[src/rtl/mem_port_arbiter_if.sv]
// ---------------------------------------------------------------------------
// mem_port_arbiter_if
//
// Purpose: bundles every handshake/bus signal around the memory port arbiter:
// the instruction-fetch requester port (i_*), the load/store requester port
// (d_*) and the physical memory port (pmem_*).
//
// Modports:
//   slave  - the arbiter's view: takes requests and memory responses, drives
//            requester responses and the physical memory command.
//   master - the environment's view (CPU requesters plus physical memory):
//            drives requests and memory responses, observes everything else.
//
// Signals:
//   i_read / i_addr                       instruction read request (level-held)
//   i_rdata / i_resp                      instruction read data / done pulse
//   d_read / d_write / d_addr / d_wdata / d_byte_enable   data request
//   d_rdata / d_resp                      data read data / done pulse
//   pmem_read / pmem_write / pmem_addr / pmem_wdata / pmem_byte_enable
//                                         physical memory command
//   pmem_rdata / pmem_resp                physical memory read data / done pulse
// ---------------------------------------------------------------------------
interface mem_port_arbiter_if #(
  parameter int ADDR_WIDTH = 32,
  parameter int DATA_WIDTH = 32
);
  localparam int BE_WIDTH = DATA_WIDTH / 8;

  // Instruction-fetch requester
  logic                  i_read;
  logic [ADDR_WIDTH-1:0] i_addr;
  logic [DATA_WIDTH-1:0] i_rdata;
  logic                  i_resp;

  // Load/store requester
  logic                  d_read;
  logic                  d_write;
  logic [ADDR_WIDTH-1:0] d_addr;
  logic [DATA_WIDTH-1:0] d_wdata;
  logic [BE_WIDTH-1:0]   d_byte_enable;
  logic [DATA_WIDTH-1:0] d_rdata;
  logic                  d_resp;

  // Physical memory port
  logic                  pmem_read;
  logic                  pmem_write;
  logic [ADDR_WIDTH-1:0] pmem_addr;
  logic [DATA_WIDTH-1:0] pmem_wdata;
  logic [BE_WIDTH-1:0]   pmem_byte_enable;
  logic [DATA_WIDTH-1:0] pmem_rdata;
  logic                  pmem_resp;

  modport slave (
    input  i_read, i_addr,
    output i_rdata, i_resp,
    input  d_read, d_write, d_addr, d_wdata, d_byte_enable,
    output d_rdata, d_resp,
    output pmem_read, pmem_write, pmem_addr, pmem_wdata, pmem_byte_enable,
    input  pmem_rdata, pmem_resp
  );

  modport master (
    output i_read, i_addr,
    input  i_rdata, i_resp,
    output d_read, d_write, d_addr, d_wdata, d_byte_enable,
    input  d_rdata, d_resp,
    input  pmem_read, pmem_write, pmem_addr, pmem_wdata, pmem_byte_enable,
    output pmem_rdata, pmem_resp
  );
endinterface

[src/rtl/mem_port_arbiter.sv]
// ---------------------------------------------------------------------------
// mem_port_arbiter
//
// Purpose: shares one physical memory port between the instruction-fetch
// requester (read-only) and the load/store requester (read/write with byte
// enables). A request seen while idle is granted on the next clock edge and
// its command is latched for the whole transaction; simultaneous requests are
// resolved by alternating priority, so neither side can starve.
//
// Ports:
//   clk    clock, all state changes on the rising edge
//   rst_n  asynchronous active-low reset
//   bus    mem_port_arbiter_if.slave: i_* / d_* requester ports and the
//          pmem_* physical memory port
//
// Timing: request in IDLE at cycle N -> pmem command from N+1; pmem_resp at
// cycle K -> requester resp at K (combinational) -> IDLE at K+1, so there is
// always at least one idle cycle between two physical transactions.
// ---------------------------------------------------------------------------
module mem_port_arbiter #(
  parameter int ADDR_WIDTH = 32,
  parameter int DATA_WIDTH = 32
) (
  input  logic                    clk,
  input  logic                    rst_n,
  mem_port_arbiter_if.slave       bus
);
  localparam int BE_WIDTH = DATA_WIDTH / 8;

  typedef enum logic [1:0] {
    IDLE    = 2'd0,
    SERVE_I = 2'd1,
    SERVE_D = 2'd2
  } state_t;

  typedef enum logic {
    GRANT_I = 1'b0,
    GRANT_D = 1'b1
  } grant_t;

  state_t                state_reg;
  grant_t                last_grant_reg;
  logic [ADDR_WIDTH-1:0] cmd_addr_reg;
  logic [DATA_WIDTH-1:0] cmd_wdata_reg;
  logic [BE_WIDTH-1:0]   cmd_be_reg;
  logic                  cmd_we_reg;
  logic                  pmem_read_reg;
  logic                  pmem_write_reg;

  logic i_req;
  logic d_req;
  logic grant_i;

  assign i_req = bus.i_read;
  // A simultaneous read and write from the data side is handled as a write.
  assign d_req = bus.d_read | bus.d_write;

  // The instruction side wins when it is alone, or on a tie when the data
  // side had the previous grant.
  assign grant_i = i_req & (~d_req | (last_grant_reg == GRANT_D));

  always_ff @(posedge clk or negedge rst_n) begin
    if (!rst_n) begin
      state_reg      <= IDLE;
      last_grant_reg <= GRANT_D;
      cmd_addr_reg   <= '0;
      cmd_wdata_reg  <= '0;
      cmd_be_reg     <= '0;
      cmd_we_reg     <= 1'b0;
      pmem_read_reg  <= 1'b0;
      pmem_write_reg <= 1'b0;
    end else begin
      case (state_reg)
        IDLE: begin
          if (grant_i) begin
            state_reg      <= SERVE_I;
            last_grant_reg <= GRANT_I;
            cmd_addr_reg   <= bus.i_addr;
            cmd_wdata_reg  <= '0;
            cmd_be_reg     <= '1;
            cmd_we_reg     <= 1'b0;
            pmem_read_reg  <= 1'b1;
            pmem_write_reg <= 1'b0;
          end else if (d_req) begin
            state_reg      <= SERVE_D;
            last_grant_reg <= GRANT_D;
            cmd_addr_reg   <= bus.d_addr;
            cmd_wdata_reg  <= bus.d_wdata;
            cmd_be_reg     <= bus.d_byte_enable;
            cmd_we_reg     <= bus.d_write;
            pmem_read_reg  <= ~bus.d_write;
            pmem_write_reg <= bus.d_write;
          end
        end
        SERVE_I, SERVE_D: begin
          // The latched command is the only thing that matters here; the
          // requester may change or drop its inputs without effect. The cmd
          // registers are cleared on completion so pmem_* read as zero in IDLE.
          if (bus.pmem_resp) begin
            state_reg      <= IDLE;
            cmd_addr_reg   <= '0;
            cmd_wdata_reg  <= '0;
            cmd_be_reg     <= '0;
            cmd_we_reg     <= 1'b0;
            pmem_read_reg  <= 1'b0;
            pmem_write_reg <= 1'b0;
          end
        end
        default: begin
          state_reg      <= IDLE;
          cmd_addr_reg   <= '0;
          cmd_wdata_reg  <= '0;
          cmd_be_reg     <= '0;
          cmd_we_reg     <= 1'b0;
          pmem_read_reg  <= 1'b0;
          pmem_write_reg <= 1'b0;
        end
      endcase
    end
  end

  // Physical command comes straight from registers only.
  assign bus.pmem_read        = pmem_read_reg;
  assign bus.pmem_write       = pmem_write_reg;
  assign bus.pmem_addr        = cmd_addr_reg;
  assign bus.pmem_wdata       = cmd_wdata_reg;
  assign bus.pmem_byte_enable = cmd_be_reg;

  // Completion is forwarded in the same cycle; a pmem_resp seen in IDLE
  // matches neither serving state and is dropped.
  assign bus.i_resp  = (state_reg == SERVE_I) & bus.pmem_resp;
  assign bus.d_resp  = (state_reg == SERVE_D) & bus.pmem_resp;
  assign bus.i_rdata = bus.pmem_rdata;
  assign bus.d_rdata = bus.pmem_rdata;
endmodule

[src/flat_wrapper.sv]
// flat-port wrapper written by rule: the top's interface ports become plain ports
module mem_port_arbiter_flat 
#(
  parameter int ADDR_WIDTH = 32,
  parameter int DATA_WIDTH = 32
)
  (clk, rst_n, bus_i_read, bus_i_addr, bus_i_rdata, bus_i_resp, bus_d_read, bus_d_write, bus_d_addr, bus_d_wdata, bus_d_byte_enable, bus_d_rdata, bus_d_resp, bus_pmem_read, bus_pmem_write, bus_pmem_addr, bus_pmem_wdata, bus_pmem_byte_enable, bus_pmem_rdata, bus_pmem_resp);
  mem_port_arbiter_if #(.ADDR_WIDTH(ADDR_WIDTH), .DATA_WIDTH(DATA_WIDTH)) bus_i ();
  input  logic clk;
  input  logic rst_n;
  input wire logic [$bits(bus_i.i_read)-1:0] bus_i_read;
  input wire logic [$bits(bus_i.i_addr)-1:0] bus_i_addr;
  output wire logic [$bits(bus_i.i_rdata)-1:0] bus_i_rdata;
  output wire logic [$bits(bus_i.i_resp)-1:0] bus_i_resp;
  input wire logic [$bits(bus_i.d_read)-1:0] bus_d_read;
  input wire logic [$bits(bus_i.d_write)-1:0] bus_d_write;
  input wire logic [$bits(bus_i.d_addr)-1:0] bus_d_addr;
  input wire logic [$bits(bus_i.d_wdata)-1:0] bus_d_wdata;
  input wire logic [$bits(bus_i.d_byte_enable)-1:0] bus_d_byte_enable;
  output wire logic [$bits(bus_i.d_rdata)-1:0] bus_d_rdata;
  output wire logic [$bits(bus_i.d_resp)-1:0] bus_d_resp;
  output wire logic [$bits(bus_i.pmem_read)-1:0] bus_pmem_read;
  output wire logic [$bits(bus_i.pmem_write)-1:0] bus_pmem_write;
  output wire logic [$bits(bus_i.pmem_addr)-1:0] bus_pmem_addr;
  output wire logic [$bits(bus_i.pmem_wdata)-1:0] bus_pmem_wdata;
  output wire logic [$bits(bus_i.pmem_byte_enable)-1:0] bus_pmem_byte_enable;
  input wire logic [$bits(bus_i.pmem_rdata)-1:0] bus_pmem_rdata;
  input wire logic [$bits(bus_i.pmem_resp)-1:0] bus_pmem_resp;
  assign bus_i.i_read = bus_i_read;
  assign bus_i.i_addr = bus_i_addr;
  assign bus_i_rdata = bus_i.i_rdata;
  assign bus_i_resp = bus_i.i_resp;
  assign bus_i.d_read = bus_d_read;
  assign bus_i.d_write = bus_d_write;
  assign bus_i.d_addr = bus_d_addr;
  assign bus_i.d_wdata = bus_d_wdata;
  assign bus_i.d_byte_enable = bus_d_byte_enable;
  assign bus_d_rdata = bus_i.d_rdata;
  assign bus_d_resp = bus_i.d_resp;
  assign bus_pmem_read = bus_i.pmem_read;
  assign bus_pmem_write = bus_i.pmem_write;
  assign bus_pmem_addr = bus_i.pmem_addr;
  assign bus_pmem_wdata = bus_i.pmem_wdata;
  assign bus_pmem_byte_enable = bus_i.pmem_byte_enable;
  assign bus_i.pmem_rdata = bus_pmem_rdata;
  assign bus_i.pmem_resp = bus_pmem_resp;
  mem_port_arbiter #(.ADDR_WIDTH(ADDR_WIDTH), .DATA_WIDTH(DATA_WIDTH)) u_core (.clk(clk), .rst_n(rst_n), .bus(bus_i));
endmodule
[config.mk]
export PLATFORM = sky130hd
export DESIGN_NAME = mem_port_arbiter_flat
export DESIGN_NICKNAME = d
export VERILOG_FILES = /design/src/rtl/mem_port_arbiter_if.sv /design/src/rtl/mem_port_arbiter.sv /design/src/flat_wrapper.sv
export SDC_FILE = /design/constraint.sdc
export NUM_CORES = 1
export LEC_CHECK = 0
export CAP_MARGIN = 0
export CORE_UTILIZATION = 32
export DETAILED_ROUTE_END_ITERATION = 8
export PLACE_DENSITY = 0.77
export SYNTH_ARGS = -nofsm -noshare
export SYNTH_HDL_FRONTEND = slang
export SYNTH_SLANG_ARGS = --single-unit
[constraint.sdc]
create_clock -name clk -period 2.1 [get_ports clk]
set_input_delay 0.42 -clock clk [delete_from_list [all_inputs] [get_ports clk]]
set_output_delay 0.42 -clock clk [all_outputs]
set_load 0.02 [all_outputs]
==> metrics.cfg, run 1 <==
[status]
status = completed

[clocking]
clock-sinks = 73
clk_latency_ns = 0.34
clock_path_buffers = 2
cts_max_level = 3
clk_pin_slew_worst_paths_ns = 0.06
cts_tree = done
hold_buffers = 0
cts_root_buf = clkbuf_16
numCtsBuffers = 9

[cells_and_area]
nFillCells = 1146
stdcell_count = 679
drive_gt1_share_pct = 7.828
postLayoutCoreUtil_pct = 48.31
final_nets = 648
seq_area_um2 = 1828
final_common_cell = clkdlybuf4s50_1
layout_common_cells = 173 x clkdlybuf4s50_1, 72 x dfrtp_1, 37 x a21oi_1
num_antenna_cells = 0
multi_input_area_um2 = 1505
area_growth_pct = 46.08

[timing]
layout_min_cycle_time_ns = 1.952
fin_ws_ns = 0.1481
finalSetupViolations = 0
fmax_mhz = 512.3
slew-limit-headroom_pct = 57.06
slew_viol_final = 0
finalClockSkew_ns = 0.005823
worst_pin_slew_ns = 0.6441
rsz0062_at_grt = false
hold_viol_final = 0
period_share_pct = 92.95

[floorplanning]
fp-row-count = 40
core-area_um2 = 12110
die_w_um = 113.9
chipHeight_um = 113.9
start_util_pct = 33.07
io_pins = 274
floorplan.die_area_um2 = 12970

[critical_path]
crit_arrival_ns = 2.17
crit_path_start = u_core.state_reg[0]
cp-end-kind = flop
cp-start-kind = flop
crit_required_ns = 2.32
reg2regPathDepth = 6
path_max_fanout = 33
crit_end = u_core.bus.pmem_addr[24]
r2r_slack_ns = 0.15
cp_cell_sequence = inv_1 > ha_2 > or4b_1 > and2_1 > buf_12 > o22a_1
path_class = reg2reg
cp_slowest_stage_delay_ns = 0.52
critPathSlowestCell = or4b_1
r2r_end = u_core.bus.pmem_addr[24]
timing.rr.start = u_core.state_reg[0]

[hold_path]
holdCritPathClass = in2async

[pwr]
pwr-share-seq_pct = 28.0
switching_share_pct = 39.22
p_leak_nw = 2.431
p_int_mw = 5.454
ir_drop_mv = 0.7983
power.share.clock_pct = 18.5
p_sw_mw = 3.519
pwr-share-comb_pct = 53.5
power.density_nw_per_um2 = 1534

[routing]
viasPerCell = 5.155
wl_per_cell_um = 17.19
vias = 3500
ant_nets = 0
first_pass_iters = 4
drt-total-wl_mm = 11.67
route.detailed.drc = 0
drt_iter0_drc = 221

[yosys]
synth.avg_cell_area_um2 = 9.816
synthMuxAreaShare_pct = 0
synth_top_family_by_area = compound AO/OA/AOI/OAI gates
synth_adder_area_share_pct = 0.9372
syn_inst = 408
ys_ff_latch = 73
synth_cell_types = 28
yosysWarnings = 0
synth_area_um2 = 4005
synth-simple-area-share_pct = 8.779
yosysSeqAreaShare_pct = 45.64
synthXorXnorAreaFrac_pct = 0
syn_nets = 549
synth_compound_area_share_pct = 27.34

[placement]
io_buffers = 177
hpwl_mm = 8.207
pre_cts_ws_ns = -0.07058
place_inst = 664
gp_congestion = 0.7605

[global_route]
grt_max_degree = 74
antenna_found_initial = 0
grt_pass1_wl_mm = 18.37
grt_pass1_vias = 3743
gr-usage-all-layers_pct = 18.28
grt_overflow = 0

[run]
max_cap_viol_count = 0

synthesized netlist by cell type:
| master | number | share of area, % |
|---|---|---|
| dfrtp_1 | 72 | 45 |
| buf_4 | 66 | 12 |
| a21oi_1 | 37 | 4.6 |
| nand2_1 | 35 | 3.3 |
| nand3_1 | 33 | 4.1 |
| o22a_1 | 33 | 7.2 |
| o211ai_1 | 32 | 6.0 |
| a22o_1 | 31 | 6.8 |
| clkbuf_1 | 26 | 2.4 |
| buf_1 | 5 | 0.47 |
| buf_2 | 5 | 0.62 |
| o2bb2ai_1 | 5 | 1.1 |
| buf_6 | 4 | 1.1 |
| and2_1 | 3 | 0.47 |
| ha_1 | 3 | 0.94 |
| inv_1 | 3 | 0.28 |
| a32o_1 | 2 | 0.50 |
| nor2_1 | 2 | 0.19 |
| o21ai_0 | 2 | 0.25 |
| a2111oi_1 | 1 | 0.25 |
| a21boi_0 | 1 | 0.19 |
| dfstp_2 | 1 | 0.66 |
| nand2b_1 | 1 | 0.16 |
| nand4_1 | 1 | 0.16 |
| nor2b_1 | 1 | 0.16 |
| o21ba_2 | 1 | 0.25 |
| o21bai_1 | 1 | 0.19 |
| or4b_1 | 1 | 0.25 |
power by group through the flow:
stage                     clock, mW  combinational [mW]  sequential [mW]
after floorplan                   0                2.09             3.23
after global placement            0                4.70             2.50
after detailed placement          0                4.82             2.51
after CTS                      1.70                4.84             2.52
after global routing           1.77                5.13             2.59
final                          1.66                4.80             2.51
layer usage:
layer	global-route usage, %	wire [um]	up-vias
li1	-	-	1617
met5	0	0	-
met4	8.312	264	0
met2	30.85	5599	205
met3	6.536	1221	25
met1	20.76	4586	1653
cell families (layout without fill, tap and decap cells):
group | count (synthesis) | count (layout)
AO/OA/AOI/OAI | 146 | 146
adder cells (fa/ha/maj) | 3 | 3
flip-flops | 73 | 73
buffers and inverters | 109 | 212
AND/OR/NAND/NOR | 77 | 77
worst min path at each step:
stage	from	to	slack, ns	depth (start not counted)
2_1_floorplan	rst_n	u_core.bus.pmem_addr[0]	0.12	0
3_3_place_gp	rst_n	u_core.bus.pmem_addr[10]	0.40	1
3_5_place_dp	rst_n	u_core.bus.pmem_addr[10]	0.42	1
4_1_cts	rst_n	u_core.bus.pmem_addr[10]	0.05	1
5_1_grt	rst_n	u_core.bus.pmem_addr[10]	0.07	1
6_report	rst_n	u_core.bus.pmem_addr[10]	0.03	1
repair_timing:
item	4_1_cts	5_1_grt
buffers inserted	0	0
endpoints found under the setup margin	2	0
resized for setup	2	0
layout make-up:
cell class,count,area share [%]
multi-input combinational,226,25.73
timing repair buffer,194,33.79
clock buffer,10,4.085
inverter,3,0.1925
tap,168,3.593
sequential,73,31.24
clock inverter,5,1.369
stage by stage:
step                setup TNS (ns)  instance area [um2]  power [mW]  hold WS, ns
finish                           0                 5851       8.974      0.03404
global route                     0                 5851       9.486      0.07380
CTS                              0                 5851       9.057      0.05244
detailed placement          -1.833                 5534       7.333       0.4202
global placement           -0.6982                 5534       7.201       0.3966
floorplan                        0                 4005       5.318       0.1244
critical path, delay by kind of cell, from the launching register on:
kind	cells	cell delay (ns)
simple gates	2	0.74
flops	1	0.39
buf+inv	2	0.27
fa+ha+maj	1	0.22
compound gates	1	0.22
Power figures use the tool's default switching activity.
==> inputs of run 2 (changes only) <==
--- a/config.mk
+++ b/config.mk
@@ -6,6 +6,7 @@
 export NUM_CORES = 1
 export LEC_CHECK = 0
 export CAP_MARGIN = 0
+export CORE_MARGIN = 4
 export CORE_UTILIZATION = 32
 export DETAILED_ROUTE_END_ITERATION = 8
 export PLACE_DENSITY = 0.77
==> metrics.cfg, run 2 (synthesis gave the netlist of run 1 again) <==
[floorplanning]
chipHeight_um = 119.9
floorplan.die_area_um2 = 14370
die_w_um = 119.9
core-area_um2 = 12110
fp-row-count = 40
start_util_pct = 33.07
io_pins = 274

[timing]
layout_min_cycle_time_ns = 1.946
hold_viol_final = 0
worst_pin_slew_ns = 0.4360
whs_ns = 0.02783
finalClockSkew_ns = 0.005428
slew-limit-headroom_pct = 70.93
setup_tns_ns = 0
fmax_mhz = 513.8
rsz0062_at_grt = false
finalSetupViolations = 0
slew_viol_final = 0
period_share_pct = 92.68

[pwr]
power.density_nw_per_um2 = 1535
p_leak_nw = 2.447
ir_drop_mv = 0.9366

[clocking]
clk_latency_ns = 0.33
clock-sinks = 73
cts_max_level = 3
clk_pin_slew_worst_paths_ns = 0.06
cts_root_buf = clkbuf_16
cts_tree = done
numCtsBuffers = 9
hold_buffers = 0
clock_path_buffers = 2

[critical_path]
critPathSlowestCell = or4b_1
path_class = reg2reg
cp_slowest_stage_delay_ns = 0.51
path_max_fanout = 9
cp-start-kind = flop
cp-end-kind = flop
crit_arrival_ns = 2.16
cp_cell_sequence = inv_1 > ha_2 > or4b_1 > and2_1 > buf_4 > o22a_1
crit_required_ns = 2.31

[routing]
ant_nets = 0
viasPerCell = 5.154
drt-total-wl_mm = 12.15
wl_met2_mm = 5.751
wl_met1_mm = 5.129
dr_wl_met3_mm = 1.079
maxUsedRoutingLayer = met4
wl_per_cell_um = 17.82
drt_iter0_drc = 141
first_pass_iters = 4
vias = 3515
route.detailed.drc = 0

[cells_and_area]
final_nets = 650
stdcell_count = 682
final_common_cell = clkdlybuf4s50_1
drive_gt1_share_pct = 8.171
num_antenna_cells = 0
area_growth_pct = 46.64
fin_area_um2 = 5873
layout_common_cells = 173 x clkdlybuf4s50_1, 72 x dfrtp_1, 37 x a21oi_1

[global_route]
grt_pass1_vias = 3860
grt_max_degree = 74
antenna_found_initial = 0
gr-usage-all-layers_pct = 16.97
grt_overflow = 0
grt_pass1_wl_mm = 19.57

[placement]
place_inst = 666
io_buffers = 177
post_dp_cell_area_um2 = 5547
gp_congestion = 0.7635
hpwl_mm = 8.810

[hold_path]
holdCritPathClass = in2async

[status]
status = completed

[run]
max_cap_viol_count = 0

[run 2: changes by cell type in the layout (fill, tap and decap cells not counted)]
cell,previous run,this run
buf_4,11,13
clkinv_4,0,1
clkinvlp_4,2,1
inv_6,0,1
nand2b_1,0,1
nand2b_2,1,0
[run 2: per-stage QoR]
| stage | power (mW) | worst slack, ns | utilization, % |
|---|---|---|---|
| floorplan | 5.318 | 0.1215 | - |
| global placement | 7.255 | -0.02235 | 45.80 |
| detailed placement | 7.397 | -0.08191 | 45.80 |
| CTS | 9.127 | 0.1483 | 48.49 |
| global route | 9.567 | 0.07751 | 48.49 |
| finish | 9.017 | 0.1537 | 48.49 |
[run 2: area by class of cell]
cell class                      count  area [um2]
Fill cell                        1121        6238
Multi-Input combinational cell    226        1503
Inverter                            3       11.26
Timing Repair Buffer              196        1992
Sequential cell                    73        1828
Tap cell                          168       210.2
Clock buffer                       10       239.0
Clock inverter                      6       90.09
[run 2: per-layer routing]
metal	vias up	global-route usage, %
met4	0	5.727
met3	28	6.456
li1	1622	-
met5	-	0
met2	167	28.32
met1	1698	20.10
[run 2: where the power goes]
| group | leakage [nW] | internal (mW) | total, mW | switching (mW) |
|---|---|---|---|---|
| clock network | 0.159 | 1.08 | 1.68 | 0.602 |
| registers | 0.933 | 2.09 | 2.50 | 0.419 |
| logic | 1.36 | 2.31 | 4.83 | 2.52 |
| total | 2.45 | 5.47 | 9.02 | 3.54 |
[run 2: worst max-delay path, delay by kind of cell, from the launching register on]
family                     cells  cell delay [ns]
AOI/OAI and AO/OA              1             0.20
adders and majority gates      1             0.21
buffers and inverters          2             0.29
DFF                            1             0.39
and+or+nand+nor                2             0.75
[run 2: timing repair]
| action | CTS | global route |
|---|---|---|
| resized for setup | 2 | 0 |
| buffers inserted | 0 | 0 |
| setup endpoints to repair | 2 | 0 |
[run 2: final timing paths]
path                                             to  slack (ns)            startpoint  depth (start not counted)
setup / recovery           u_core.bus.pmem_addr[26]        0.15   u_core.state_reg[0]                          6
max in group asynchronous     u_core.last_grant_reg        1.43                 rst_n                          2
hold / removal             u_core.bus.pmem_addr[11]        0.03                 rst_n                          1
setup reg to reg           u_core.bus.pmem_addr[26]        0.15   u_core.state_reg[0]                          6
hold reg to reg                u_core.bus.pmem_read        0.49  u_core.bus.pmem_read                          1
min in group clk               u_core.bus.pmem_read        0.49  u_core.bus.pmem_read                          1
==> inputs of run 3 (changes only) <==
--- a/config.mk
+++ b/config.mk
@@ -9,6 +9,7 @@
 export CORE_MARGIN = 4
 export CORE_UTILIZATION = 32
 export DETAILED_ROUTE_END_ITERATION = 8
+export MAX_ROUTING_LAYER = met4
 export PLACE_DENSITY = 0.77
 export SYNTH_ARGS = -nofsm -noshare
 export SYNTH_HDL_FRONTEND = slang
==> metrics.cfg, run 3 (synthesis gave the netlist of run 1 again) <==
[status]
status = completed

[clocking]
hold_buffers = 0
cts_max_level = 3
clock_path_buffers = 2
numCtsBuffers = 9
cts_resized = 2
cts_root_buf = clkbuf_16
clk_latency_ns = 0.33
post_cts_buffers = 0
clock-sinks = 73
cts_tree = done
clk_pin_slew_worst_paths_ns = 0.06

[critical_path]
cp_cell_sequence = inv_1 > ha_2 > or4b_1 > and2_1 > buf_4 > o22a_1
critical_path.top_delay_family = simple AND/OR/NAND/NOR gates
critPathSlowestCell = or4b_1
crit_arrival_ns = 2.16
path_buf_inv = 2
r2r_slack_ns = 0.15
cp-end-kind = flop
reg2regPathDepth = 6
timing.rr.start = u_core.state_reg[0]
cp_slowest_stage_delay_ns = 0.51
path_class = reg2reg
r2r_end = u_core.bus.pmem_addr[26]
path_max_fanout = 9
worst-path-stages = 6
crit_required_ns = 2.31
cp-start-kind = flop

[pwr]
power.density_nw_per_um2 = 1536
ir_drop_mv = 0.9445
p_leak_nw = 2.447

[timing]
rsz0062_at_grt = false
slew-limit-headroom_pct = 70.97
period_share_pct = 92.69
slew_viol_final = 0
finalSetupViolations = 0
hold_viol_final = 0
finalClockSkew_ns = 0.004982
whs_ns = 0.02662
fmax_mhz = 513.7
setup_tns_ns = 0
layout_min_cycle_time_ns = 1.947
worst_pin_slew_ns = 0.4355

[routing]
first_pass_iters = 4
ant_nets = 0
route.detailed.drc = 0
drt-total-wl_mm = 12.15
viasPerCell = 5.160
vias = 3519
drt_iter0_drc = 173
wl_per_cell_um = 17.82

[cells_and_area]
fin_area_um2 = 5873
final_common_cell = clkdlybuf4s50_1
layout_common_cells = 173 x clkdlybuf4s50_1, 72 x dfrtp_1, 37 x a21oi_1
final_nets = 650
postLayoutCoreUtil_pct = 48.49
drive_gt1_share_pct = 8.171
area_growth_pct = 46.64
stdcell_count = 682
num_antenna_cells = 0

[hold_path]
holdCritPathClass = in2async

[floorplanning]
fp-row-count = 40
io_pins = 274
die_w_um = 119.9
core-area_um2 = 12110
start_util_pct = 33.07
chipHeight_um = 119.9
floorplan.die_area_um2 = 14370

[global_route]
antenna_found_initial = 0
grt_pass1_wl_mm = 19.53
grt_pass1_vias = 3856
gr-usage-all-layers_pct = 17.46
grt_max_degree = 74
grt_overflow = 0

[placement]
place_inst = 666
post_dp_cell_area_um2 = 5547
gp_congestion = 0.7736
io_buffers = 177
hpwl_mm = 8.810

[run]
max_cap_viol_count = 0

run 3: metal layers:
metal	wire length, um	part of all wire, %	global-route usage (%)
met1	5343	44	21.18
met2	5718	47	28.11
met3	902	7.4	5.090
met4	187	1.5	5.727
met5	0	0	-
run 3: how the worst max path moves through the flow:
stage | startpoint | endpoint | slack (ns)
global route | u_core.state_reg[0] | u_core.bus.pmem_wdata[2] | 0.08
floorplan | u_core.state_reg[0] | u_core.bus.pmem_addr[10] | 0.12
finish | u_core.state_reg[0] | u_core.bus.pmem_addr[26] | 0.15
detailed placement | bus_d_write | u_core.bus.pmem_wdata[10] | -0.08
CTS | u_core.state_reg[0] | u_core.bus.pmem_addr[13] | 0.15
global placement | bus_d_write | u_core.bus.pmem_addr[1] | -0.02
run 3: cell type report:
class | instances | area, um2
clock buffer | 10 | 239.0
clock inverter | 6 | 90.09
fill | 1121 | 6238
inverter | 3 | 11.26
multi-input combinational | 226 | 1503
sequential | 73 | 1828
tap | 168 | 210.2
timing repair buffer | 196 | 1992
run 3: power breakdown:
| group | switching, mW | internal (mW) | leakage [nW] |
|---|---|---|---|
| Combinational | 2.53 | 2.31 | 1.36 |
| Sequential | 0.417 | 2.09 | 0.933 |
| Clock | 0.602 | 1.08 | 0.159 |
| Total | 3.55 | 5.47 | 2.45 |
run 3: through the flow:
| stage | power (mW) | worst slack (ns) |
|---|---|---|
| floorplan | 5.318 | 0.1215 |
| global placement | 7.255 | -0.02235 |
| detailed placement | 7.397 | -0.08191 |
| CTS | 9.127 | 0.1483 |
| global route | 9.566 | 0.07505 |
| finish | 9.021 | 0.1535 |
==> RTL edit 1 (settings of run 2) <==
`DATA_WIDTH` is set to 32 in 3 places; all go to 16.
--- a/src/rtl/mem_port_arbiter_if.sv
+++ b/src/rtl/mem_port_arbiter_if.sv
@@ -23,5 +23,5 @@
 interface mem_port_arbiter_if #(
   parameter int ADDR_WIDTH = 32,
-  parameter int DATA_WIDTH = 32
+  parameter int DATA_WIDTH = 16
 );
   localparam int BE_WIDTH = DATA_WIDTH / 8;
--- a/src/rtl/mem_port_arbiter.sv
+++ b/src/rtl/mem_port_arbiter.sv
@@ -20,5 +20,5 @@
 module mem_port_arbiter #(
   parameter int ADDR_WIDTH = 32,
-  parameter int DATA_WIDTH = 32
+  parameter int DATA_WIDTH = 16
 ) (
   input  logic                    clk,
--- a/src/flat_wrapper.sv
+++ b/src/flat_wrapper.sv
@@ -3,5 +3,5 @@
 #(
   parameter int ADDR_WIDTH = 32,
-  parameter int DATA_WIDTH = 32
+  parameter int DATA_WIDTH = 16
 )
   (clk, rst_n, bus_i_read, bus_i_addr, bus_i_rdata, bus_i_resp, bus_d_read, bus_d_write, bus_d_addr, bus_d_wdata, bus_d_byte_enable, bus_d_rdata, bus_d_resp, bus_pmem_read, bus_pmem_write, bus_pmem_addr, bus_pmem_wdata, bus_pmem_byte_enable, bus_pmem_rdata, bus_pmem_resp);
Ports: changed (7 resized); port bits go from 274 to 190. No check against the original RTL was run, so the function may have changed too.
==> RTL edit 1 against run 2 <==
Cell area down 25%. First-iteration DRC count down 45%. Sequential cell count down 18. Power down 31%. Fmax up 7.6%. Routed wire length down 21%. Setup slack better by 0.14 ns. Synthesized area down 27%. Largest power group unchanged.
==> RTL edit 1: results (changes against run 2) <==
Global route:
- The wire length of the first global-routing pass was 15070 um (was 19570 um).
- The via count of the first global-routing pass is 2881 (was 3860).
- The pin count of the biggest net entering global routing was 34 (was 74).
- The global-route total usage across every layer is 16.86% (was 16.97%).

Clocking:
- The cell at the root of the clock tree was clkbuf_8 (was clkbuf_16).
- The maximum level of the CTS H-tree is 2 (was 3).
- The clock edge transition at the registers on the reported setup and hold paths is 0.10 ns (was 0.06 ns).
- The clock latency on the worst-skew pair is 0.30 ns (was 0.33 ns).
- The maximum clock insertion buffer count came to 2 (unchanged).
- The number of buffers created by CTS is 5 (was 9).

STA:
- The final worst clock skew is 0.008073 ns (was 0.005428 ns).
- The relative max-transition margin was 52.81% (was 70.93%).

Place:
- The worst slack at placement is -0.01382 ns (was -0.08191 ns).
- The number of instances in the placed design is 472 (was 666).
- The estimated wirelength of the detail-placed design was 7016 um (was 8810 um).
- The placer congestion estimate is 0.7298 (was 0.7635).
- The number of buffers added on ports is 141 (was 177).
- The instance area at placement is 4304 um^2 (was 5547 um^2).

Outcome:
- Run status: finished clean (unchanged).

Worst setup path:
- The critical path's top delay family is buffers and inverters (was simple AND/OR/NAND/NOR gates).
- The arrival time of data at the critical path endpoint is 1.39 ns (was 2.16 ns).
- The top fanout value on the critical path came to 3 (was 9).
- The master of the slowest instance on the critical path was dfrtp_1 (was or4b_1).
- The stage delay of the slowest cell on the critical path is 0.40 ns (was 0.51 ns).

Power and ir drop:
- The leakage power of the design is 1.786 nW (was 2.447 nW).
- The worst voltage drop across the vdd grid came to 0.0007010 V (was 0.0009366 V).

Yosys:
- The net count after synthesis is 371 (was 549).
- The count of cell types in the netlist was 31 (was 28).
- Most frequent cells after synthesis: dfrtp_1, a2bb2oi_1, a31oi_1, buf_4, o221ai_1 (was dfrtp_1, buf_4, a21oi_1).
- Largest cells by area after synthesis: dfrtp_1, a2bb2oi_1, o221ai_1 (was dfrtp_1, buf_4, o22a_1).
- The average instance area after synthesis came to 11.12 um^2 (was 9.816 um^2).
- The proportion of synthesized chip area in sequential cells is 46.91% (was 45.64%).

Final layout:
- The layout net count was 479 (was 650).
- The final antenna diode count was 0 (unchanged).
- The fraction of layout instances using a drive strength above 1 is 10.19% (was 8.171%).

Drt:
- The routed length per instance came to 19.85 um (was 17.82 um).
- The total length of routed met3 wires came to 587 um (was 1079 um).
- The met1 layer wirelength in the final routing is 3946 um (was 5129 um).
- The average vias per placed instance is 5.607 (was 5.154).
- The post-detailed-routing wire length came to 9549 um (was 12150 um).
- The amount of wire on met2 after detailed routing was 4774 um (was 5751 um).
- The number of DRC violations after detailed-routing iteration 0 is 78 (was 141).
-- RTL edit 1: changes by cell type after synthesis, sizes merged, moves of 32 or more --
| cell | delta |
|---|---|
| a2bb2oi | +32 |
| nand2 | -35 |
| nand3 | -33 |
| a31oi | +33 |
| a21oi | -32 |
| o22a | -32 |
| o221ai | +32 |
-- RTL edit 1: final timing paths --
path | start | slack (ns) | to
max | u_core.state_reg[0] | 0.29 | bus_d_resp
min | rst_n | 0.47 | u_core.bus.pmem_byte_enable[1]
max reg2reg | u_core.state_reg[1] | 0.35 | u_core.bus.pmem_addr[14]
min reg2reg | u_core.bus.pmem_byte_enable[0] | 0.50 | u_core.bus.pmem_byte_enable[0]
max in group asynchronous | rst_n | 1.11 | u_core.bus.pmem_addr[8]
min in group clk | u_core.bus.pmem_byte_enable[0] | 0.50 | u_core.bus.pmem_byte_enable[0]
-- RTL edit 1: logic make-up (layout without fill, tap and decap cells) --
family / Yosys count / in the layout / synth area share [%]
DFF: 55 / 55 / 46.91
buffers and inverters: 67 / 176 / 13.80
and+or+nand+nor: 9 / 9 / 1.875
adders and majority gates: 3 / 3 / 1.278
AOI/OAI and AO/OA: 130 / 130 / 36.13
-- RTL edit 1: layout make-up --
type / count / area [um^2]
fill: 780 / 4399
timing repair buffer: 164 / 1608
sequential: 55 / 1378
multi-input combinational: 142 / 1180
tap: 108 / 135.1
clock buffer: 7 / 86.33
inverter: 4 / 15.01
clock inverter: 1 / 5.005
-- RTL edit 1: where the power goes --
| group | internal (mW) | total (mW) | switching, mW |
|---|---|---|---|
| clock | 0.267 | 0.597 | 0.330 |
| combinational | 1.87 | 3.79 | 1.92 |
| sequential | 1.56 | 1.85 | 0.292 |
| total | 3.69 | 6.23 | 2.54 |
-- RTL edit 1: per-stage QoR --
step	util [%]	hold slack [ns]
4_1_cts	50.01	0.4749
5_1_grt	50.04	0.4742
3_5_place_dp	48.88	0.2544
3_3_place_gp	48.88	0.2565
6_report	50.04	0.4653
2_1_floorplan	-	0.1244
-- RTL edit 1: worst register-to-register path: stages (launching register included) --
cell,delay (ns)
dfrtp_1,0.39
inv_1,0.07
ha_1,0.29
nor2b_4,0.26
buf_4,0.37
a31oi_1,0.09
a2bb2oi_1,0.19
-- RTL edit 1: timing repair --
action,CTS,global route
buffers inserted,0,0
hold buffers,1,0
endpoints found under the hold margin,3,0
endpoints found under the setup margin,1,1
gates resized for setup,1,1
-- RTL edit 1: layer usage --
| metal | track usage, % | vias to the layer above |
|---|---|---|
| met5 | 0 | - |
| li1 | - | 1237 |
| met1 | 19.78 | 1311 |
| met2 | 29.95 | 118 |
| met4 | 5.983 | 0 |
| met3 | 4.104 | 31 |
==> RTL edit 2 (config.mk and constraints of run 2) <==
Made on the original files. The 3 states of `state_t` get a one-hot encoding in 3 bits.
--- a/src/rtl/mem_port_arbiter.sv
+++ b/src/rtl/mem_port_arbiter.sv
@@ -28,8 +28,8 @@
   localparam int BE_WIDTH = DATA_WIDTH / 8;
 
-  typedef enum logic [1:0] {
-    IDLE    = 2'd0,
-    SERVE_I = 2'd1,
-    SERVE_D = 2'd2
+  typedef enum logic [2:0] {
+    IDLE    = 3'b001,
+    SERVE_I = 3'b010,
+    SERVE_D = 3'b100
   } state_t;
 
Function: no difference found for any inputs over 4 cycles, from zero or initial values and one cycle with rst_n low; so few cycles prove little.
==> RTL edit 2 against run 2 <==
Via count is 7.3% lower. Clock power is 9% lower. Sequential cell count is 1 higher. Sequential share of layout area is 1.1 points lower. Synthesized area is 11% higher. Critical endpoint is now bus_i_resp. Cell area is 5.2% higher. Core utilization is 2.4 points lower. Setup slack better by 0.012 ns. Hold slack worse by 0.015 ns. Largest power group unchanged. Critical path type is now in -> out. Routed wire length is 1.3% higher. Clock skew is 0.0022 ns higher. Register-to-register slack better by 0.096 ns. Power is 8.1% lower.
==> RTL edit 2: results (changes against run 2) <==
Outcome:
- Run status: finished clean (unchanged).

Worst setup path:
- The arrival time of data at the critical path endpoint was 1.51 ns (was 2.16 ns).
- The origin of the worst setup path is bus_pmem_resp (was u_core.state_reg[0]).
- The worst reg-to-reg path cell count was 3 (was 6).
- The top fanout value on the critical path was 3 (was 9).
- The launch point of the worst reg-to-reg path is u_core.state_reg[0] (unchanged).

Final layout:
- The number of sequential cells is 74 (was 73).
- The multi-input gate area in the final layout is 1745 um^2 (was 1503 um^2).
- The layout net count is 607 (was 650).
- The number of multi-input logic gates was 160 (was 226).
- The final-layout clock buffer total came to 9 (was 10).
- The area taken by flip-flops and latches came to 1854 um^2 (was 1828 um^2).
- The proportion of cell area occupied by multi-input gates is 28.26% (was 25.59%).
- The data-path buffer share of cell area in the final layout was 31.48% (was 33.92%).
- The inverter count of the layout excluding clock inverters came to 31 (was 3).
- The non-clock buffer total of the final layout is 193 (was 196).
- The fraction of layout instances using a drive strength above 1 is 22.78% (was 8.171%).
- The total of fill cells in the finished design is 1254 (was 1121).

STA:
- The slew at the pin closest to its max-slew limit is 0.7396 ns (was 0.4360 ns).
- The final worst clock skew came to 0.007626 ns (was 0.005428 ns).

Yosys:
- The proportion of synthesized chip area in sequential cells came to 41.89% (was 45.64%).
- The area share of xor/xnor cells in the synthesized design is 0.1979% (was 0%).
- Most frequent cells after synthesis: dfrtp_1, buf_4, a32oi_1 (was dfrtp_1, buf_4, a21oi_1).
- The net count after synthesis is 500 (was 549).
- The count of mapped cells out of synthesis came to 362 (was 408).
- Largest cells by area after synthesis: dfrtp_1, buf_4, mux2_4 (was dfrtp_1, buf_4, o22a_1).

Global route:
- The met2 track demand over resource is 26.53% (was 28.32%).
- The via count of the first global-routing pass is 3695 (was 3860).
- The pin count of the biggest net entering global routing is 46 (was 74).
- The global-route total usage across every layer was 15.37% (was 16.97%).
- The met1 layer usage reported by global route is 18.09% (was 20.10%).
- The wire length of the first global-routing pass is 19620 um (was 19570 um).

Place:
- The instance area at placement came to 5883 um^2 (was 5547 um^2).
- The placer congestion estimate is 0.7346 (was 0.7635).
- The worst slack at placement is -0.1391 ns (was -0.08191 ns).
- The number of instances in the placed design is 634 (was 666).

Drt:
- The number of DRC violations after detailed-routing iteration 0 is 143 (was 141).
- The via count of the routed design was 3260 (was 3515).
- The routed length per instance is 18.95 um (was 17.82 um).
- The total length of routed met3 wires is 721 um (was 1079 um).
- The met1 layer wirelength in the final routing is 5001 um (was 5129 um).

Power and ir drop:
- The worst voltage drop across the vdd grid is 0.0006938 V (was 0.0009366 V).
## RTL edit 2: logic make-up (layout without fill, tap and decap cells)
family                    count (synthesis)  count (layout)
buffers and inverters                   128             240
AOI/OAI and AO/OA                       115             115
DFF                                      74              74
muxes                                    32              32
and+or+nand+nor                          12              12
xor gates and xnor gates                  1               1
## RTL edit 2: critical path, cell delays in order
cell and delay (ns):
clkdlybuf4s50_1 0.49, nor4bb_1 0.24, dlygate4sd2_1 0.36
## RTL edit 2: where the power goes
part           leakage, nW  switching, mW  internal, mW
Sequential           0.978          0.452          2.02
Clock                0.145          0.617         0.918
Combinational         1.44           2.23          2.05
Total                 2.56           3.30          4.99
## RTL edit 2: worst paths after layout
check	to	slack [ns]
max in group asynchronous	u_core.state_reg[0]	1.44
setup reg to reg	u_core.bus.pmem_wdata[29]	0.25
hold / removal	u_core.bus.pmem_addr[11]	0.01
min in group clk	u_core.bus.pmem_addr[2]	0.49
hold reg to reg	u_core.bus.pmem_addr[2]	0.49
setup / recovery	bus_i_resp	0.17
